<file path="config.mk">
export PLATFORM = sky130hd
export DESIGN_NAME = tabla_settle_timer
export DESIGN_NICKNAME = d
export VERILOG_FILES = /design/src/rtl/tabla_pkg.sv /design/src/rtl/tabla_settle_timer.sv
export SDC_FILE = /design/constraint.sdc
export NUM_CORES = 1
export LEC_CHECK = 0
export CAP_MARGIN = 20
export CORE_AREA = 2 2 39 41
export CTS_CLUSTER_SIZE = 24
export DETAILED_ROUTE_END_ITERATION = 10
export DIE_AREA = 0 0 41 43
export PLACE_DENSITY_LB_ADDON = 0.3
export REMOVE_ABC_BUFFERS = 1
export SLEW_MARGIN = 40
export SYNTH_ARGS = -nofsm -noshare
export SYNTH_HDL_FRONTEND = slang
export SYNTH_SLANG_ARGS = --single-unit
</file>
<file path="constraint.sdc">
create_clock -name clk -period 2.9 [get_ports clk]
set_input_delay 0.725 -clock clk [delete_from_list [all_inputs] [get_ports clk]]
set_output_delay 0.725 -clock clk [all_outputs]
set_load 0.01 [all_outputs]
</file>
<file path="src/rtl/tabla_pkg.sv">
// Shared constants for the truth-table sweep checker: state encoding, row count helper, settle width.
package tabla_pkg;

  localparam int unsigned SETTLE_W = 4;

  localparam logic [1:0] ST_IDLE   = 2'd0;
  localparam logic [1:0] ST_SETTLE = 2'd1;
  localparam logic [1:0] ST_SAMPLE = 2'd2;
  localparam logic [1:0] ST_DONE   = 2'd3;

  function automatic int unsigned num_vec(input int unsigned n);
    return 32'(1) << n;
  endfunction

endpackage

</file>
<file path="src/rtl/tabla_settle_timer.sv">
// Loadable down-counter giving a one-cycle expire strobe after SETTLE_CYCLES enabled cycles.
module tabla_settle_timer
  import tabla_pkg::*;
#(
  parameter int unsigned SETTLE_CYCLES = 2
) (
  input  logic clk,
  input  logic reset,
  input  logic load,
  input  logic en,
  output logic expire_c,
  output logic skip_c
);

  // Loaded one short so expire fires on the last settle cycle itself.
  localparam logic [SETTLE_W-1:0] LOAD_VAL =
    (SETTLE_CYCLES == 0) ? '0 : SETTLE_W'(SETTLE_CYCLES - 1);

  logic [SETTLE_W-1:0] cnt;

  always_ff @(posedge clk) begin
    if (reset) begin
      cnt <= '0;
    end else if (load) begin
      cnt <= LOAD_VAL;
    end else if (en && (cnt != '0)) begin
      cnt <= cnt - SETTLE_W'(1);
    end
  end

  assign expire_c = en && (cnt == '0);
  assign skip_c   = (SETTLE_CYCLES == 0);

endmodule

</file>
# Yosys cells after proc, flatten, opt, wreduce, memory -nomap -nowiden
# Cells that the tools add are included.
# word_totals
register_bits	4
inputBits	4
# op_classes
add_sub_neg	1
muxes	2
reduce_logical	6
# op_table
operator	count
4-bit zero test	1
4-bit nonzero test	1
4-bit by 1-bit subtractor with 4-bit output (second input constant)	1
1-bit logical AND	2
1-bit 2-to-1 mux	2
2-bit nonzero test	1
2-bit OR reduction	1

# Depth between registers and ports, before layout
# Gate-level depths: netlist (run 1).
# depth
depth_word	4
depth_mapped	5
mapped_depth_nobuf	5

# Least setup slack after synthesis (run 1)
# No wires, ideal clock.
# synth_timing
path_type	input port to output port
start	in en
end	out expire_c
t_arrival_ps	1038
t_required_ps	2175
setup_slack_ps	1137
cell_stages	2
n_path_buf	0
path_cell_list	nand2_1 > nor3_1
# synth_via
elab_chain_cells	1
# synth_lines
element	line_no	source
from (decl)	tabla_settle_timer.sv:10	input logic en,
1-bit logical AND	tabla_settle_timer.sv:31	assign expire_c = en && (cnt == '0);
to (decl)	tabla_settle_timer.sv:11	output logic expire_c,
# No other way between the ends.

# Worst setup path after layout (run 1)
# Same ends and word-level chain as after synthesis.

==> results of run 1 <==
-- layout make-up --
type	instances	share of cell area [%]
clock buffers	3	7.23
well taps	16	6.43
repair buffers	5	15.3
flip-flops and latches	4	25.7
multi-input cells	19	41.8
inverters	3	3.61
-- worst paths after layout --
check	from	endpoint	slack (ps)	cells past startpoint
hold reg to reg	cnt[3]	cnt[3]	530	2
setup reg to reg	cnt[0]	cnt[0]	1410	5
setup / recovery	en	expire_c	220	4
hold / removal	cnt[3]	cnt[3]	530	2
-- cell families (layout without fill, tap and decap cells) --
| family | count (synthesis) | in the layout | share of synthesized area (%) |
|---|---|---|---|
| flops | 4 | 4 | 35.0 |
| fa+ha+maj | 1 | 1 | 5.46 |
| buf+inv | 4 | 11 | 8.20 |
| compound gates | 3 | 3 | 8.20 |
| simple gates | 14 | 14 | 41.5 |
| other cells | 1 | 1 | 1.64 |
-- Yosys cell counts --
cell	n	share of area (%)
nand2_1	1	1.6
nand3_1	1	2.2
o41ai_1	1	3.8
and4b_1	1	4.4
nor4b_1	1	3.8
and3_2	1	3.3
inv_1	3	4.9
nor3_1	5	11
and4b_2	1	4.9
ha_1	1	5.5
a21oi_1	2	4.4
dfxtp_1	4	35
nor4_1	2	5.5
conb_1	1	1.6
or3b_4	1	4.9
buf_4	1	3.3
-- per-layer routing --
metal | vias up | share of wire (%) | GRT usage (%)
met5 | - | 0 | 0
met3 | 2 | 7.0 | 6.28
met4 | 0 | 1.6 | 10.0
met1 | 101 | 45 | 6.73
li1 | 115 | - | -
met2 | 3 | 46 | 9.06
-- where the power goes --
| part | internal, mW | switching (mW) | total [mW] |
|---|---|---|---|
| Sequential | 0.0581 | 0.00299 | 0.0611 |
| Clock | 0.0464 | 0.0249 | 0.0714 |
| Combinational | 0.0173 | 0.0142 | 0.0315 |
-- critical path, delay by kind of cell --
family	cells	cell delay (ps)
buffers and inverters	2	1030
and+or+nand+nor	2	200
-- stage by stage --
step	hold slack [ps]	total power [mW]	utilization [%]
after floorplan	476	0.0793	-
after global placement	520	0.0938	20.9
after CTS	528	0.168	22.5
final	528	0.164	22.5
after global routing	576	0.173	22.5
after detailed placement	522	0.0937	20.9
==> report_table.html, run 1 <==
<table>
<tr><th>Metric</th><th>Value</th></tr>
<tr><th colspan="2">GRT</th></tr>
<tr><td>Global-route wire length before repair</td><td>around 760 µm</td></tr>
<tr><td>Overflow after GRT</td><td>0</td></tr>
<tr><td>GRT Overall Usage</td><td>under 10%</td></tr>
<tr><td>Largest net degree at the start of global routing</td><td>8</td></tr>
<tr><td>Number of antenna violations at the first check in global routing</td><td>0</td></tr>
<tr><td>Vias in the first global route</td><td>200</td></tr>
<tr><th colspan="2">Timing</th></tr>
<tr><td>Post-route minimum period</td><td>around 2700 ps</td></tr>
<tr><td>Crit share post-route</td><td>92.3%</td></tr>
<tr><td>Maximum clock rate</td><td>around 370 MHz</td></tr>
<tr><td>RSZ-0062 raised after global routing</td><td>false</td></tr>
<tr><td>TNS Setup</td><td>0 ps</td></tr>
<tr><td>Final-report max-slew violation count</td><td>0</td></tr>
<tr><td>Worst clock skew</td><td>between 9 and 10 ps</td></tr>
<tr><td>Final hold viol count</td><td>0</td></tr>
<tr><td>Number of endpoints failing setup at the final stage</td><td>0</td></tr>
<tr><td>Setup slack after layout</td><td>223 ps</td></tr>
<tr><th colspan="2">Final layout</th></tr>
<tr><td>Largest registers</td><td>cnt (4)</td></tr>
<tr><td># nets final</td><td>around 40</td></tr>
<tr><td>Layout overhead on the synthesized area</td><td>36.1%</td></tr>
<tr><td>Largest register by flop count</td><td>cnt</td></tr>
<tr><td>Most used cells in the layout excluding fill and tap cells</td><td>5 x nor3_1, 4 x dfxtp_1, 4 x clkdlybuf4s50_1</td></tr>
<tr><td>Post-route non-filler standard cell count</td><td>50</td></tr>
<tr><td>Number of flip-flops in the largest register</td><td>4</td></tr>
<tr><td>Total area of multi-input combinational cells</td><td>130 µm²</td></tr>
<tr><td>Count of fill cells added during filler insertion</td><td>approximately 160</td></tr>
<tr><td>Non-Filler Cell Area, Final</td><td>about 310 µm²</td></tr>
<tr><td>Layout cell share with drive strength beyond 1</td><td>between 20% and 30%</td></tr>
<tr><td>Register cell area after layout</td><td>about 80 µm²</td></tr>
<tr><td>Commonest non-fill, non-tap cell in the layout</td><td>nor3_1</td></tr>
<tr><td>Antenna fix cells</td><td>0</td></tr>
<tr><th colspan="2">Placed design</th></tr>
<tr><td>Inst Count DP</td><td>47</td></tr>
<tr><td>Pre-CTS worst setup slack</td><td>226 ps</td></tr>
<tr><td>Post-place instance area</td><td>289 µm²</td></tr>
<tr><td>Routability congestion estimate</td><td>between 0.6 and 0.7</td></tr>
<tr><td># port buffers</td><td>4</td></tr>
<tr><td>Dpl hpwl</td><td>375 µm</td></tr>
<tr><th colspan="2">Setup path</th></tr>
<tr><td>Critical path, cell by cell</td><td>clkdlybuf4s50_1, nand2_1, nor3_1, clkdlybuf4s50_1</td></tr>
<tr><td>Largest fanout on the critical path</td><td>2</td></tr>
<tr><td>Crit end category</td><td>output port</td></tr>
<tr><td>Crit path DAT</td><td>1950 ps</td></tr>
<tr><td>Critical path data required time</td><td>approximately 2200 ps</td></tr>
<tr><td>Startpoint class of the critical path</td><td>primary input</td></tr>
<tr><td>Delay of the slowest cell on the worst path</td><td>560 ps</td></tr>
<tr><td>Critical path class</td><td>primary input to output port</td></tr>
<tr><td>Most Frequent Cell on Critical Path</td><td>clkdlybuf4s50_1</td></tr>
<tr><td>Worst-path cell with the longest stage delay</td><td>clkdlybuf4s50_1</td></tr>
<tr><th colspan="2">Clocking</th></tr>
<tr><td>Deepest level of the CTS H-tree</td><td>1</td></tr>
<tr><td>CTS tree</td><td>done</td></tr>
<tr><td>Clock-pin slew of the registers on the worst-case setup and hold paths</td><td>~40 ps</td></tr>
<tr><td>Max Root-Sink Buffers</td><td>2</td></tr>
<tr><td>CTS sink cnt</td><td>4</td></tr>
<tr><td>Setup Fix Bufs, Post-CTS</td><td>0</td></tr>
<tr><td>Clock tree root driver cell</td><td>clkbuf_4</td></tr>
<tr><td>Number of buffers inserted during clock tree synthesis</td><td>3</td></tr>
<tr><td>Clock latency on the worst-skew pair</td><td>roughly 240 ps</td></tr>
<tr><td>CTS resizes</td><td>0</td></tr>
<tr><td>Post-CTS Hold Buffers</td><td>0</td></tr>
<tr><th colspan="2">Power and ir drop</th></tr>
<tr><td>Worst ir drop on vdd</td><td>about 0.09 mV</td></tr>
<tr><td>Power density over the cells</td><td>around 530 mW/mm²</td></tr>
<tr><td>Leakage Power</td><td>about 0.12 nW</td></tr>
<tr><th colspan="2">Synthesis</th></tr>
<tr><td>Post-synthesis sequential element count</td><td>4</td></tr>
<tr><td>Sequential element share of the synthesized area</td><td>between 30% and 40%</td></tr>
<tr><td>Avg Cell Area, Syn</td><td>8.48 µm²</td></tr>
<tr><td>Summed instance area of the synthesized netlist</td><td>~230 µm²</td></tr>
<tr><td>Yosys cell types</td><td>16</td></tr>
<tr><td>Synth Instances</td><td>27</td></tr>
<tr><td>Ys Warns</td><td>0</td></tr>
<tr><th colspan="2">Floorplanning</th></tr>
<tr><td>Standard cell core area</td><td>~0.0014 mm²</td></tr>
<tr><td>Number of rows in the core area</td><td>14</td></tr>
<tr><td>I/O pin total</td><td>6</td></tr>
<tr><td>Die area</td><td>0.00176 mm²</td></tr>
<tr><td>Die span in y</td><td>roughly 43 µm</td></tr>
<tr><td>Initial Util</td><td>16.5%</td></tr>
<tr><td>Chip Width</td><td>slightly above 40 µm</td></tr>
<tr><th colspan="2">Drt</th></tr>
<tr><td>Initial DRC Count</td><td>1</td></tr>
<tr><td>Total wire length</td><td>501 µm</td></tr>
<tr><td>Antenna violation net count after detailed routing</td><td>0</td></tr>
<tr><td>Routed wire length per instance</td><td>around 10 µm</td></tr>
<tr><td>Iteration count of the initial detailed-routing pass</td><td>3</td></tr>
<tr><td>Number of design rule violations left after detail routing</td><td>0</td></tr>
<tr><td>Total number of vias</td><td>between 200 and 250</td></tr>
<tr><td>Via density per instance</td><td>between 4 and 5</td></tr>
<tr><th colspan="2">Outcome</th></tr>
<tr><td>Outcome</td><td>finished, final reports clean</td></tr>
<tr><th colspan="2">Worst hold path</th></tr>
<tr><td>Class of the tightest hold or removal check</td><td>flip-flop to flip-flop</td></tr>
<tr><th colspan="2">Flow run</th></tr>
<tr><td>Maximum capacitance violations</td><td>0</td></tr>
</table>
(Power assumes the default switching activity.)
==> run 2: changes to the inputs <==
- ABC_CLOCK_PERIOD_IN_PS: not set -> 2900
==> results of run 2 <==
Final layout, timing and power as in run 1 (identical DEF).
==> edit 1, RTL diff (settings of run 2) <==
Register the output `expire_c`, cleared by the reset; this adds one clock of latency there. The other outputs are not delayed to match.
--- a/src/rtl/tabla_settle_timer.sv
+++ b/src/rtl/tabla_settle_timer.sv
@@ -30,3 +30,9 @@
 
-  assign expire_c = en && (cnt == '0);
+  always_ff @(posedge clk) begin
+    if (reset) begin
+      expire_c <= '0;
+    end else begin
+      expire_c <= en && (cnt == '0);
+    end
+  end
   assign skip_c   = (SETTLE_CYCLES == 0);
Function: changed (Yosys sat finds a counterexample within 4 cycles, from zero or initial values and one cycle with reset high).
==> edit 1 against run 2 <==
Sequential cell count rose by 1. Area after synthesis rose by 9.3%. Total power rose by 13%. Sequential share of layout area rose by 4.7 points. Routed wire length fell by 6.2%. Worst setup slack improved by 0.89 ns. Cell area rose by 5.6%. Critical path type is now flip-flop to output port. Largest power group unchanged.
==> edit 1: results (changes against run 2) <==
post-synthesis compound-gate area fraction - 7.500% (-0.70 points)
number of fill cells in the layout - 154 (-1.9%)
Synth area leaders - dfxtp_1 (40%), nor3_1 (8.0%), nor4_1 (7.5%)
dpl cell area - 302.8 sq um (+4.8%)
Largest regs - cnt: 4 flops, expire_c: 1 flops
CP arrival - 1.06 ns (-0.89 ns)
total CTS buffers - 3 (unchanged)
Root Driver - clkbuf_4
global-route wire length before repair - 848 um (+12%)
Vias - 227 (+2.7%)
number of global-route vias before repair - 217 (+8.5%)
RD Place Congestion - 0.7039 (+12%)
outcome - finished, final reports clean
capture point of the worst reg-to-reg path - cnt[0]
pre-CTS WS - 0.9317 ns (+0.7054 ns)
drt first pass iters - 2 (-1)
final net count - 41 (unchanged)
Fin Clk Skew - 0.002410 ns (-0.007465 ns)
LEAKAGE - 0.1235 nW (+2.8%)
worst skew pair latency - 0.24 ns (about the same)
crit path max fanout - 1 (-1)
Net Switching - 44.40 uW (+5.4%)
Worst VDD drop - 159.6 uV (+74%)
WL per Instance - 9.216 um (-8.0%)
Worst path top cell family by delay - buffers and inverters
Worst setup startpoint - expire_c
Seq/Total Area, Yosys - 40.00% (+5.0 points)
adder-cell share of the synthesized area - 5.000% (-0.46 points)
crit path kind - flip-flop to output port
CTS max path bufs - 2 (unchanged)
GRT Overall Usage - 7.136% (-0.59 points)
synth cell count leaders - dfxtp_1 (5), nor3_1 (4), inv_1 (3), nor4_1 (3), a21oi_1 (2)
DP Wirelength - 355.9 um (-5.2%)
CP peak stage delay - 0.52 ns (-0.04 ns)
Post-CTS Setup Bufs - 0 (unchanged)
share of layout cells above drive strength 1 - 17.14% (-3.4 points)
Worst Reg-to-Reg Cells - 5 (unchanged)
edit 1: cell count changes in the layout (fill, tap and decap cells not counted), sizes merged:
| cell | before | now |
|---|---|---|
| buf | 1 | 0 |
| clkbuf | 3 | 4 |
| dfxtp | 4 | 5 |
| nor3 | 5 | 4 |
| nor4 | 2 | 3 |
edit 1: power by group through the flow:
stage / clock network, mW / registers (mW) / logic, mW
global route: 0.0860 / 0.0770 / 0.0327
floorplan: 0 / 0.0771 / 0.0169
CTS: 0.0831 / 0.0763 / 0.0294
finish: 0.0793 / 0.0763 / 0.0290
detailed placement: 0 / 0.0775 / 0.0291
global placement: 0 / 0.0775 / 0.0294
edit 1: worst min path at each step:
stage                start  endpoint  slack (ns)  cells after the start
finish              cnt[3]  expire_c        0.50                      1
global route        cnt[2]  expire_c        0.55                      1
CTS                 cnt[3]  expire_c        0.50                      1
detailed placement  cnt[3]  expire_c        0.50                      1
global placement    cnt[2]  expire_c        0.50                      1
floorplan           cnt[2]  expire_c        0.46                      1
edit 1: metrics by stage:
stage / cells / utilization, %
2_1_floorplan: 27 / -
3_3_place_gp: 47 / 21.88
3_5_place_dp: 47 / 21.88
4_1_cts: 51 / 23.78
5_1_grt: 51 / 23.78
6_report: 51 / 23.78
edit 1: routing by layer:
metal	track usage [%]	vias up	share of wire, %	wire length (um)
met5	0	-	0	0
met2	9.063	6	45	212
met4	4.000	0	0	0
met3	3.141	0	6.2	29
met1	9.677	101	49	228
li1	-	120	-	-
edit 1: area by class of cell:
| cell class | count | area share (%) |
|---|---|---|
| Multi-Input combinational cell | 19 | 39.92 |
| Sequential cell | 5 | 30.42 |
| Timing Repair Buffer | 4 | 12.17 |
| Clock buffer | 4 | 7.985 |
| Tap cell | 16 | 6.084 |
| Inverter | 3 | 3.422 |
==> edit 2, RTL diff (config.mk and constraints of run 2) <==
Without the edit above. The package constant `SETTLE_W` goes from 4 to 3.
--- a/src/rtl/tabla_pkg.sv
+++ b/src/rtl/tabla_pkg.sv
@@ -3,3 +3,3 @@
 
-  localparam int unsigned SETTLE_W = 4;
+  localparam int unsigned SETTLE_W = 3;
 
Formal check against the unedited RTL: same outputs for any inputs over 10 cycles, from zero or initial values and one cycle with reset high; that may be too few to reach the edited logic, so the function may still have changed.
==> edit 2 against run 2 <==
Combinational power down 12%. Worst setup slack got worse by 0.049 ns. Die area stayed put. Synthesized cell count decreased by 19%. Area after synthesis is 16% lower. Sequential share of layout area down 3.6 points. Sequential power fell by 26%. Total power is 11% lower. Fmax is 1.8% lower. Sequential cell count fell by 1. Cell area decreased by 13%. Routed wire length is 35% lower. Largest cell class unchanged. Highest routed layer is now met3.
==> edit 2: results (changes against run 2) <==
Cells after Synth - 22 (-19%)
Distinct cells, synth - 15 (-1)
Final Util - 19.62% (-2.9 points)
number of global-route vias before repair - 165 (-18%)
post-CTS resize count - 0 (unchanged)
share of layout cells above drive strength 1 - 17.24% (-3.3 points)
Synth Warn # - 0 (unchanged)
n_diodes - 0 (unchanged)
CP arrival - 2.00 ns (+0.05 ns)
largest net degree at the start of global routing - 6 (-2)
drt first pass iters - 2 (-1)
port bufs - 4 (unchanged)
number of fill cells in the layout - 155 (-1.3%)
H-tree levels - 1 (unchanged)
Iter 0 DRT Violations - 2 (+1)
outcome - finished, final reports clean
total CTS buffers - 3 (unchanged)
Worst VDD drop - 168.4 uV (+83%)
Post-CTS Setup Bufs - 0 (unchanged)
asr flop ratio synth - 0% (unchanged)
RD Place Congestion - 0.5665 (-10%)
total placed cells including tap cells - 41 (-13%)
Fin Clk Skew - 0.003710 ns (-0.006164 ns)
Post-synth EDFFs - 0 (unchanged)
crit path max fanout - 5 (+3)
Synth Flop Type - dfxtp_1
final net count - 36 (-12%)
Largest regs - cnt: 3 flops
GRT Overall Usage - 5.015% (-2.7 points)
worst skew pair latency - 0.23 ns
CTS clk-pin slew, worst paths - 0.03 ns
initial antenna violation count - 0 (unchanged)
Hold Path Class - flip-flop to flip-flop
CTS max path bufs - 2 (unchanged)
global-route wire length before repair - 524 um (-31%)
mean number of vias per cell - 3.378 (-24%)
Synth area leaders - dfxtp_1 (31%), ha_1 (13%), nand2b_4 (7.1%)
pre-CTS WS - 0.1822 ns (-0.04408 ns)
synth cell count leaders - dfxtp_1 (3), inv_1 (3), ha_1 (2), nor2_1 (2), nor3_1 (2)
ANT nets after route - 0 (unchanged)
Root Driver - clkbuf_4
dpl cell area - 245.2 sq um (-15%)
LEAKAGE - 0.1130 nW (-5.9%)
Seq/Total Area, Yosys - 31.17% (-3.8 points)
WL per Instance - 7.200 um (-28%)
final std cells w/o fill - 45 (-10%)
==> edit 2: kinds of logic after synthesis <==
logic type | count (synthesis) | share of synthesized area, %
AOI/OAI and AO/OA | 2 | 6.492
adders and majority gates | 2 | 12.98
buffers and inverters | 4 | 9.741
DFF | 3 | 31.17
muxes | 1 | 5.195
other | 1 | 1.946
and+or+nand+nor | 9 | 32.47
==> edit 2: cell type report <==
cell class              count  share of cell area [%]
clock buffers               4                   9.677
inverters                   3                   4.147
multi-input cells          15                   41.94
flip-flops and latches      3                   22.12
well taps                  16                   7.373
repair buffers              4                   14.75
==> edit 2: where the power goes <==
group / switching (mW) / internal, mW
Clock: 0.0215 / 0.0516
Sequential: 0.00125 / 0.0439
Combinational: 0.0136 / 0.0142
==> edit 2: worst paths after layout <==
check          from  endpoint  slack, ns  cells past startpoint
max reg2reg  cnt[0]    cnt[0]       1.73                      5
max              en  expire_c       0.17                      4
min          cnt[1]    cnt[1]       0.55                      2
min reg2reg  cnt[1]    cnt[1]       0.55                      2
==> edit 2: critical path, stage by stage <==
cell and delay (ns):
clkdlybuf4s50_1 0.54, inv_1 0.07, nor2_1 0.12, clkdlybuf4s50_1 0.54
==> edit 2: routing by layer <==
layer / track usage, % / vias to the layer above / part of all wire, %
met5: 0 / - / 0
met1: 4.487 / 62 / 48
li1: - / 85 / -
met2: 6.563 / 5 / 42
met4: 8.000 / 0 / 0
met3: 1.571 / 0 / 9.0
